===== config.mk =====
export PLATFORM = sky130hd
export DESIGN_NAME = note_judge_flat
export DESIGN_NICKNAME = d
export VERILOG_FILES = /design/src/rtl/note_judge_if.sv /design/src/rtl/note_judge.sv /design/src/flat_wrapper.sv
export SDC_FILE = /design/constraint.sdc
export NUM_CORES = 1
export LEC_CHECK = 0
export CORE_MARGIN = 5
export CORE_UTILIZATION = 47
export CTS_BUF_LIST = sky130_fd_sc_hd__clkbuf_4
export DETAILED_ROUTE_END_ITERATION = 7
export GPL_ROUTABILITY_DRIVEN = 0
export GPL_TIMING_DRIVEN = 0
export PLACE_DENSITY = 0.76
export SLEW_MARGIN = 20
export SYNTH_ARGS = -nofsm -noshare
export SYNTH_HDL_FRONTEND = slang
export SYNTH_SLANG_ARGS = --single-unit
export TNS_END_PERCENT = 20

===== constraint.sdc =====
create_clock -name frame_clk -period 1.6 [get_ports frame_clk]
set_clock_uncertainty 0.05 [all_clocks]
set_input_delay 0.4 -clock frame_clk [delete_from_list [all_inputs] [get_ports frame_clk]]
set_output_delay 0.4 -clock frame_clk [all_outputs]
set_load 0.01 [all_outputs]

===== src/rtl/note_judge_if.sv =====
// note_judge_if
//   Bundles the game-side signals of the note judgement stage.
//   Inputs to the judge : Run, K_Press
//   Outputs of the judge: frame, BallEN, Perfect, Miss, Combo, dbg_state
//
//   Flow control: there is no valid/ready pair on this bus. Run is the only
//   qualifier. While Run is high, K_Press is sampled on every frame_clk edge.
//   The one-cycle pulses (BallEN, Perfect, Miss) are valid for exactly the
//   cycle in which they are high, and the consumer cannot stall them.
//   frame and Combo are level outputs that are valid in every cycle.
//
//   dbg_state exposes the judge FSM: 0 = WAIT, 1 = OPEN, 2 = DONE.
interface note_judge_if;
  logic       Run;
  logic       K_Press;
  logic [3:0] frame;
  logic       BallEN;
  logic       Perfect;
  logic       Miss;
  logic [9:0] Combo;
  logic [1:0] dbg_state;

  modport master (
    output Run,
    output K_Press,
    input  frame,
    input  BallEN,
    input  Perfect,
    input  Miss,
    input  Combo,
    input  dbg_state
  );

  modport slave (
    input  Run,
    input  K_Press,
    output frame,
    output BallEN,
    output Perfect,
    output Miss,
    output Combo,
    output dbg_state
  );
endinterface


===== src/rtl/note_judge.sv =====
// note_judge
//   Timing and judgement stage of the rhythm game. It runs the per-note beat
//   counter and derives the 4-bit frame phase from it. It grades key presses
//   against the hit window around the centre of each note period.
//
//   Ports:
//     frame_clk : clock, one tick per video frame
//     Reset     : synchronous, active-high reset
//     bus       : note_judge_if.slave
//                 Run, K_Press in
//                 frame, BallEN, Perfect, Miss, Combo, dbg_state out
//
//   The pulses are registered. They appear in the cycle after the judged
//   cycle. Combo changes in that same cycle.
module note_judge #(
  parameter int NOTE_PERIOD = 32,
  parameter int WIN         = 3,
  parameter int COMBO_MAX   = 999
) (
  input  logic         frame_clk,
  input  logic         Reset,
  note_judge_if.slave  bus
);

  localparam int CW = $clog2(NOTE_PERIOD);

  localparam logic [CW-1:0] TARGET   = CW'(NOTE_PERIOD / 2);
  localparam logic [CW-1:0] OPEN_AT  = CW'(NOTE_PERIOD / 2 - WIN - 1);
  localparam logic [CW-1:0] CLOSE_AT = CW'(NOTE_PERIOD / 2 + WIN);
  localparam logic [CW-1:0] LAST     = CW'(NOTE_PERIOD - 1);
  localparam logic [9:0]    COMBO_SAT = 10'(COMBO_MAX);

  typedef enum logic [1:0] {
    ST_WAIT = 2'd0,
    ST_OPEN = 2'd1,
    ST_DONE = 2'd2
  } state_e;

  state_e        state_q,   state_d;
  logic [CW-1:0] beat_q,    beat_d;
  logic [9:0]    combo_q,   combo_d;
  logic          k_prev_q,  k_prev_d;
  logic          ball_en_q, ball_en_d;
  logic          perfect_q, perfect_d;
  logic          miss_q,    miss_d;

  logic          press;
  logic [9:0]    combo_inc;

  assign press     = bus.K_Press & ~k_prev_q;
  assign combo_inc = (combo_q >= COMBO_SAT) ? COMBO_SAT : combo_q + 10'd1;

  always_comb begin
    state_d   = state_q;
    beat_d    = beat_q;
    combo_d   = combo_q;
    // The edge detector keeps tracking the key while the game is frozen.
    // A key that is pressed and held during a pause therefore is not seen
    // as a fresh press when Run returns.
    k_prev_d  = bus.K_Press;
    ball_en_d = 1'b0;
    perfect_d = 1'b0;
    miss_d    = 1'b0;

    if (bus.Run) begin
      // NOTE_PERIOD is a power of two, so the counter wraps by overflowing.
      beat_d = beat_q + CW'(1);

      unique case (state_q)
        ST_WAIT: begin
          if (press) begin
            miss_d  = 1'b1;
            combo_d = 10'd0;
          end else if (beat_q == OPEN_AT) begin
            state_d = ST_OPEN;
          end
        end
        ST_OPEN: begin
          // A press on the last window cycle counts as a hit.
          if (press) begin
            ball_en_d = 1'b1;
            perfect_d = (beat_q == TARGET);
            combo_d   = combo_inc;
            state_d   = ST_DONE;
          end else if (beat_q == CLOSE_AT) begin
            miss_d  = 1'b1;
            combo_d = 10'd0;
            state_d = ST_DONE;
          end
        end
        ST_DONE: begin
          if (beat_q == LAST) begin
            state_d = ST_WAIT;
          end
        end
        default: begin
          state_d = ST_WAIT;
        end
      endcase
    end
  end

  always_ff @(posedge frame_clk) begin
    if (Reset) begin
      state_q   <= ST_WAIT;
      beat_q    <= '0;
      combo_q   <= 10'd0;
      // The reset value of 1 means a key held through reset does not register as a press.
      k_prev_q  <= 1'b1;
      ball_en_q <= 1'b0;
      perfect_q <= 1'b0;
      miss_q    <= 1'b0;
    end else begin
      state_q   <= state_d;
      beat_q    <= beat_d;
      combo_q   <= combo_d;
      k_prev_q  <= k_prev_d;
      ball_en_q <= ball_en_d;
      perfect_q <= perfect_d;
      miss_q    <= miss_d;
    end
  end

  // frame is the top four bits of the beat counter. This equals
  // beat >> (CW - 4).
  assign bus.frame     = beat_q[CW-1 -: 4];
  assign bus.BallEN    = ball_en_q;
  assign bus.Perfect   = perfect_q;
  assign bus.Miss      = miss_q;
  assign bus.Combo     = combo_q;
  assign bus.dbg_state = state_q;

endmodule


===== src/flat_wrapper.sv =====
// flat-port wrapper written by rule: the top's interface ports become plain ports
module note_judge_flat 
#(
  parameter int NOTE_PERIOD = 32,
  parameter int WIN         = 3,
  parameter int COMBO_MAX   = 999
)
  (frame_clk, Reset, bus_Run, bus_K_Press, bus_frame, bus_BallEN, bus_Perfect, bus_Miss, bus_Combo, bus_dbg_state);
  note_judge_if bus_i ();
  input  logic frame_clk;
  input  logic Reset;
  input wire logic [$bits(bus_i.Run)-1:0] bus_Run;
  input wire logic [$bits(bus_i.K_Press)-1:0] bus_K_Press;
  output wire logic [$bits(bus_i.frame)-1:0] bus_frame;
  output wire logic [$bits(bus_i.BallEN)-1:0] bus_BallEN;
  output wire logic [$bits(bus_i.Perfect)-1:0] bus_Perfect;
  output wire logic [$bits(bus_i.Miss)-1:0] bus_Miss;
  output wire logic [$bits(bus_i.Combo)-1:0] bus_Combo;
  output wire logic [$bits(bus_i.dbg_state)-1:0] bus_dbg_state;
  assign bus_i.Run = bus_Run;
  assign bus_i.K_Press = bus_K_Press;
  assign bus_frame = bus_i.frame;
  assign bus_BallEN = bus_i.BallEN;
  assign bus_Perfect = bus_i.Perfect;
  assign bus_Miss = bus_i.Miss;
  assign bus_Combo = bus_i.Combo;
  assign bus_dbg_state = bus_i.dbg_state;
  note_judge #(.NOTE_PERIOD(NOTE_PERIOD), .WIN(WIN), .COMBO_MAX(COMBO_MAX)) u_core (.frame_clk(frame_clk), .Reset(Reset), .bus(bus_i));
endmodule

Yosys cells after proc, flatten, opt, wreduce, memory -nomap -nowiden:

Cells that the tools add are included.

* register bits after elaboration: 21
* bits in latches: 0
* RAM bits: 0
* ROM bits: 0
* input port bits: 4
* output and inout port bits: 19
* logic and storage cells: 48
* memories kept: 0

* $add $sub $neg: 2
* multipliers: 0
* div/mod/pow operators: 0
* $lt $le $gt $ge: 1
* eq/ne operators: 11
* shift-type cells: 0
* mux-type cells: 15
* bitwise operators: 5
* reductions and logical operators: 7

Operators with widths (count)
* two-way mux 10 bit: 4
* one-hot mux 10 bit (2 select lines): 1
* equality test 5 bit, second input constant: 3
* adder 10 x 1 -> 10 bit, second input constant: 1
* >= comparator 10 bit, second input constant: 1
* two-way mux 2 bit: 5
* inequality test 2 x 1 -> 1 bit, second input constant: 3
* one-hot mux 2 bit (3 select lines): 1
* adder 5 x 1 -> 5 bit, second input constant: 1
* equality test 5 x 4 -> 1 bit, second input constant: 1
* AND reduction 5 bit: 1
* inverter 1 bit: 4
* AND reduction 4 bit: 1
* OR reduction 4 bit: 1
* two-way mux 1 bit: 3
* inequality test 3 x 1 -> 1 bit, second input constant: 1
* OR reduction 3 bit: 1
* equality test 2 x 1 -> 1 bit, second input constant: 1
* equality test 2 bit, second input constant: 1
* logical NOT 2 bit: 1
* inequality test 2 bit, second input constant: 1
* one-hot mux 1 bit (2 select lines): 1
* nonzero test 2 bit: 1
* OR reduction 2 bit: 1
* AND 1 bit: 1

Depth between registers and ports, before layout:

Gate-level depths: netlist of the first run.

* depth after elaboration: 4
* gate-level depth with buffers: 7
* gate-level depth less buffers: 6

Least setup slack after synthesis of the first run:

No wires, ideal clock.

* path type: flip-flop to flip-flop
* start: register u_core.combo_q[0], in the netlist u_core.bus.Combo[0]
* end: register u_core.combo_q[3], in the netlist u_core.bus.Combo[3]
* library setup time: 0.117 ns
* data arrival time: 1.415 ns
* required time: 1.433 ns
* path slack: 0.018 ns
* stages on the path, launching flop included: 6
* buffers on the path: 0
* clock period less this slack: 1.582 ns
* cell sequence: dfxtp_1 ha_1 a211o_1 nand3_1 a31o_1 a22o_1

* longest elaborated chain between the ends: 4
* elaborated cells between the ends (all ways): 5
* those cells by class: add/sub: 1; order compare: 1; mux: 3

Ends and longest elaborated chain
* from (decl): line note_judge.sv:41 `logic [9:0] combo_q, combo_d;`
* from (signal assigned): line note_judge.sv:116 `combo_q <= combo_d;`
* adder 10 x 1 -> 10 bit / >= comparator 10 bit (equally long branches): line note_judge.sv:51 `assign combo_inc = (combo_q >= COMBO_SAT) ? COMBO_SAT : combo_q + 10'd1;`
* two-way mux 10 bit *: line note_judge.sv:51
* two-way mux 10 bit *: line note_judge.sv:80 `if (press) begin`
* one-hot mux 10 bit (2 select lines) *: line note_judge.sv:69 `unique case (state_q)`

Every way passes the cells marked *; elsewhere a longest branch is shown, timed or not.
A chain may end at the register's enable or synchronous reset.

Worst setup path after layout of the first run:

* start: register u_core.beat_q[0]
* end: register u_core.combo_q[4], in the netlist u_core.bus.Combo[4]

* longest elaborated chain between the ends: 3

Ends and longest elaborated chain
* from (decl): line note_judge.sv:40 `logic [CW-1:0] beat_q, beat_d;`
* from (signal assigned): line note_judge.sv:115 `beat_q <= beat_d;`
* equality test 5 bit: line note_judge.sv:85 `end else if (beat_q == CLOSE_AT) begin`
* inequality test 3 x 1 -> 1 bit (no source line)
* AND reduction 4 bit (no source line)

No other way between the ends.

==> impl_metrics.json, run 1 <==
{
  "status": "complete, no violations",
  "antenna_found_initial": 0,
  "grt_pass1_vias": 1033,
  "p_total_w": 0.000887,
  "ys_async_sr_fraction": 0,
  "grt_start_max_net_pins": 12,
  "synth-seq-cells": 21,
  "io_pins": 23,
  "clockBufferDepth": 2,
  "seqCellArea_um2": 467,
  "timing.final.crit_share": 0.999,
  "synth_nets": 132,
  "relSlewSlack": 0.703,
  "worst_pin_slew_ps": 446,
  "grt-ovfl-total": 0,
  "place_ws_ps": -523,
  "grt_use_met3": 0.0285,
  "maxCapViolCount": 0,
  "start_util": 0.499,
  "core_area_um2": 2230,
  "min_to": "u_core.k_prev_q",
  "drive_gt1_frac": 0.289,
  "cts_tree": "done",
  "critical_path_class": "reg2reg",
  "ant_nets": 0,
  "die_y_um": 58.7,
  "io_buffers": 22,
  "syn_inst": 124,
  "synth_area_um2": 1110,
  "grt_pass1_wl_um": 4400,
  "pwr_density_cell_nw_per_um2": 594,
  "drc_errors": 0,
  "ys_types": 45,
  "clkTransAtPathRegs_ps": 120,
  "critPathLaunchType": "flop",
  "dpl.hpwl_um": 1790,
  "ir_drop_uv": 499,
  "routedWlPerCell_um": 14.2,
  "ys_seq_area_frac": 0.377,
  "die_w_um": 58.7,
  "finalHoldViolations": 0,
  "dieArea_um2": 3450,
  "rsz0062_at_grt": "yes",
  "worst_slack_ps": 1.14,
  "dr.pass1.iters": 4,
  "drt_iter0_drc": 20,
  "grt_busiest_layer": "met2",
  "r2r-start": "u_core.beat_q[0]",
  "hold_buffers": 0,
  "synth-edff-count": 0,
  "multi_input_area_um2": 648,
  "fin_nets": 161,
  "hold_path_class": "in2reg",
  "syn_avg_cell_area_um2": 8.99,
  "worstReg2RegEnd": "u_core.bus.Combo[4]",
  "antenna_cells": 0,
  "reg2reg_depth": 6,
  "slew_viol_final": 0,
  "cp_max_fo": 9,
  "use_met2": 0.282,
  "num_vias": 997,
  "use_met1": 0.193,
  "end_kind": "flop",
  "wirelength_um": 2550,
  "fmax_ghz": 0.625,
  "worstPathRequired_ps": 1770,
  "synth-main-ff-cell": "dfxtp_1",
  "grt_use_total": 0.165,
  "area_growth_pct": 33.9,
  "post_drt_via_cell_ratio": 5.54,
  "setup_violations": 0,
  "ys_warn_count": 0,
  "cts_buffers": 3,
  "hp-start": "bus_K_Press",
  "htree_num_levels": 1,
  "clkSinkCount": 21,
  "holdWs_ps": 421,
  "p_leak_nw": 0.656,
  "nFillCells": 205,
  "clk_latency_ps": 310,
  "cts_root_buf": "clkbuf_4",
  "regToRegSetupSlack_ps": 1,
  "min_period_ps": 1600,
  "critPathArrivalTime_ps": 1760,
  "holdPathStages": 2,
  "rows": 17
}
routing by layer:
layer	up-vias	share of wire
li1	506	-
met1	466	0.45
met2	20	0.49
met3	5	0.041
met4	0	0.020
met5	-	0
flip-flops by register name, indices dropped and copies added, names as in the netlist:
| register | cells |
|---|---|
| u_core.beat_q | 5 |
| u_core.bus.Combo | 10 |
| u_core.bus.BallEN | 1 |
| u_core.k_prev_q | 1 |
| u_core.bus.dbg_state | 2 |
| u_core.bus.Perfect | 1 |
| u_core.bus.Miss | 1 |
how the worst max path moves through the flow:
stage                        startpoint             endpoint  slack [ps]  depth (start not counted)
finish                 u_core.beat_q[0]  u_core.bus.Combo[4]           1                          6
global route           u_core.beat_q[0]  u_core.bus.Combo[4]         -40                          6
CTS                    u_core.beat_q[1]  u_core.bus.Combo[7]         -60                          5
detailed placement              bus_Run  u_core.bus.Combo[7]        -520                          6
global placement                bus_Run  u_core.bus.Combo[7]        -500                          6
floorplan           u_core.bus.Combo[0]  u_core.bus.Combo[3]          20                          5
timing repair:
item / in CTS / in global routing
hold endpoints to repair: 0 / 0
gates resized for setup: 57 / 4
pin swaps: 2 / 5
setup endpoints to repair: 29 / 9
buffers inserted: 0 / 3
critical path: stages, from the launching register on:
cell and delay [ps]:
dfxtp_4 390, ha_4 140, and4bb_2 310, a211oi_4 90, buf_12 150, a31o_1 180, a22o_1 200
cell type report:
| cell class | count | area share |
|---|---|---|
| Timing Repair Buffer | 24 | 0.147 |
| Inverter | 5 | 0.0159 |
| Tap cell | 28 | 0.0235 |
| Sequential cell | 21 | 0.313 |
| Multi-Input combinational cell | 90 | 0.434 |
| Buffer | 8 | 0.0469 |
| Clock buffer | 4 | 0.0201 |
cells in the final DEF (no fill, tap or decap), types with 5 or more instances in the layout:
master,Yosys,final
dlygate4sd2_1,0,21
nor2_1,11,11
dfxtp_4,0,10
dfxtp_2,0,7
nand2_1,6,6
o21ai_0,6,6
buf_4,5,6
a22o_1,5,5
stage by stage:
stage	util	setup TNS, ps	std cells	instance area [um^2]
2_1_floorplan	-	0	124	1110
3_3_place_gp	0.613	-5950	174	1370
3_5_place_dp	0.613	-6400	174	1370
4_1_cts	0.650	-210	178	1450
5_1_grt	0.668	-180	180	1490
6_report	0.668	0	180	1490
Yosys cell counts (2+ instances only):
library cell / n / share of area
nand3_1: 4 / 0.018
buf_4: 5 / 0.034
and4bb_2: 2 / 0.022
clkbuf_1: 2 / 0.0067
ha_1: 4 / 0.045
nand2b_1: 4 / 0.022
nor2b_1: 2 / 0.011
and3b_1: 2 / 0.016
or2_2: 2 / 0.011
nand4_1: 4 / 0.022
mux2i_1: 2 / 0.018
nor4_1: 2 / 0.011
o21ai_0: 6 / 0.027
a31oi_1: 2 / 0.011
nor2_1: 11 / 0.037
a31o_1: 2 / 0.016
a21o_1: 3 / 0.020
nor3_1: 2 / 0.0090
dfxtp_1: 21 / 0.38
a22o_1: 5 / 0.039
a21oi_1: 4 / 0.018
xor2_1: 2 / 0.016
inv_1: 4 / 0.013
nand2_1: 6 / 0.020
cell families (layout without fill, tap and decap cells):
kind of cell,count (synthesis),after routing,share of synthesized area
simple gates,50,50,0.264
compound gates,31,31,0.205
flops,21,21,0.377
buf+inv,13,41,0.0673
fa+ha+maj,4,4,0.0449
xor+xnor,3,3,0.0236
mux,2,2,0.0180
power by group:
group           total, W  internal, W  switching (W)  leakage (nW)
registers       0.000527     0.000517      0.0000100         0.181
logic          0.0000830    0.0000437      0.0000393         0.456
clock network   0.000277     0.000114       0.000163        0.0184
No activity file was read; power rests on OpenSTA's default activity.
==> run 2: changes to the inputs <==
Clock period 1.6 ns to 1.29 ns, I/O delays scaled along.
==> run 2 against run 1 <==
Highest routed layer unchanged; critical endpoint is now u_core.bus.Combo[3]; non-clock buffer count rose by 15; critical path type unchanged; setup slack worse by 240 ps; the run now ends with negative setup slack left; largest cell class unchanged; hold slack got worse by 86 ps; combinational power increased by 52%; cell area up 11%; first-iteration DRC count increased by 15%; clock power up 25%.
==> impl_metrics.json, run 2 (same netlist as run 1, synthesis figures left out) <==
{
  "status": "finished, violations left",
  "violations": "negative setup slack",
  "routedWlPerCell_um": 14.9,
  "post_drt_via_cell_ratio": 5.52,
  "cts_tree": "done",
  "cts_buffers": 3,
  "cts_root_buf": "clkbuf_4",
  "clk_latency_ps": 310,
  "grt_pass1_vias": 1105,
  "crit_path_cell_trace": "ha_4 > and4bb_2 > a211oi_4 > buf_6 > a31o_1 > a22o_1",
  "r2r-start": "u_core.beat_q[0]",
  "reg2reg_depth": 6,
  "io_buffers": 22,
  "setup_violations": 18,
  "worstPathRequired_ps": 1460,
  "wirelength_um": 2910,
  "start_util": 0.499,
  "slew_viol_final": 0,
  "final.setup.tns_ps": -2650,
  "rsz0062_at_grt": "yes",
  "timing.final.crit_share": 1.18,
  "die_y_um": 58.7,
  "largest_register_ffs": 10,
  "final_cell_mix": "buf_4 (17), dfxtp_4 (13), buf_6 (11), nor2_1 (11), buf_2 (9)",
  "layout_commonest_cell": "buf_4",
  "drive_gt1_frac": 0.491,
  "fin_nets": 176,
  "final_cells": 195,
  "critPathLaunchType": "flop",
  "worst_slack_ps": -238,
  "p_sw_w": 0.000272,
  "core_area_um2": 2230,
  "p_leak_nw": 0.688,
  "drc_errors": 0,
  "crit_end": "u_core.bus.Combo[3]",
  "cp-startpoint": "u_core.beat_q[0]",
  "die_w_um": 58.7,
  "power_frac_seq": 0.576,
  "relSlewSlack": 0.693,
  "end_kind": "flop",
  "drt_iter0_drc": 23,
  "cp_max_fo": 5,
  "critPathArrivalTime_ps": 1690,
  "antenna_found_initial": 0,
  "dieArea_um2": 3450,
  "dr.pass1.iters": 6,
  "regToRegSetupSlack_ps": -240,
  "area_growth_pct": 49.0,
  "ant_nets": 0,
  "p_int_w": 0.000840,
  "ir_drop_uv": 730,
  "swShare": 0.245,
  "clockBufferDepth": 2,
  "holdWs_ps": 335,
  "fin_area_um2": 1660,
  "fin_util": 0.744,
  "pwr_density_cell_nw_per_um2": 669,
  "critical_path_class": "reg2reg",
  "slowest_delay_ps": 370,
  "maxCapViolCount": 0,
  "clkTransAtPathRegs_ps": 120,
  "dpl.cell_count": 174,
  "combPwrFrac": 0.113,
  "crit_slowest_cell": "dfxtp_2",
  "grt_use_total": 0.185,
  "fmax_ghz": 0.655,
  "finalHoldViolations": 0,
  "grt-ovfl-total": 0,
  "hold_path_class": "in2reg",
  "clkPwrFrac": 0.311,
  "antenna_cells": 0,
  "hold_buffers": 0,
  "place_area_um2": 1390,
  "grt_pass1_wl_um": 4930,
  "worstReg2RegEnd": "u_core.bus.Combo[3]",
  "num_vias": 1076,
  "rows": 17,
  "dpl.hpwl_um": 1840,
  "worst_pin_slew_ps": 460,
  "min_period_ps": 1530,
  "io_pins": 23,
  "htree_num_levels": 1,
  "grt_start_max_net_pins": 12,
  "clkSinkCount": 21
}
## run 2: per-stage QoR
| step | setup WS, ps | total power, W |
|---|---|---|
| after floorplan | -237 | 0.000740 |
| after global placement | -748 | 0.000770 |
| after detailed placement | -761 | 0.000773 |
| after CTS | -237 | 0.00112 |
| after global routing | -304 | 0.00117 |
| final | -238 | 0.00111 |
## run 2: timing repair
item / in CTS / in global routing
endpoints found under the setup margin: 37 / 28
setup buffers: 16 / 2
pin swaps: 15 / 2
hold endpoints to repair: 0 / 0
gates resized for setup: 106 / 15
## run 2: metal layers
metal,vias up,wire length (um),global-route usage
li1,537,-,-
met1,507,1180,0.197
met2,23,1520,0.337
met3,9,121,0.0351
met4,0,80,0.107
met5,-,0,0
## run 2: worst min-delay path by stage
| stage | end | slack [ps] | depth (start not counted) | from |
|---|---|---|---|---|
| after floorplan | u_core.k_prev_q | 380 | 1 | bus_K_Press |
| after global placement | u_core.bus.Combo[1] | 440 | 2 | u_core.bus.Combo[1] |
| after detailed placement | u_core.bus.Perfect | 450 | 2 | u_core.beat_q[4] |
| after CTS | u_core.k_prev_q | 330 | 2 | bus_K_Press |
| after global routing | u_core.k_prev_q | 340 | 2 | bus_K_Press |
| final | u_core.k_prev_q | 330 | 2 | bus_K_Press |
## run 2: power by group through the flow
stage	sequential [W]	combinational, W	clock [W]
6_report	0.000641	0.000126	0.000346
3_3_place_gp	0.000682	0.0000885	0
5_1_grt	0.000643	0.000138	0.000385
2_1_floorplan	0.000680	0.0000593	0
4_1_cts	0.000645	0.000120	0.000351
3_5_place_dp	0.000683	0.0000904	0
## run 2: cell type report
type / instances / area, um^2
multi-input cells: 90 / 726
well taps: 28 / 35.0
repair buffers: 40 / 312
clock buffers: 4 / 30.0
inverters: 5 / 21.3
fillers: 159 / 572
plain buffers: 7 / 63.8
flip-flops and latches: 21 / 474
## run 2: worst max-delay path: cells and delay by family, from the launching register on
family | cells | cell delay (ps)
AOI/OAI and AO/OA | 3 | 460
and+or+nand+nor | 1 | 290
buffers and inverters | 1 | 140
DFF | 1 | 370
adders and majority gates | 1 | 130
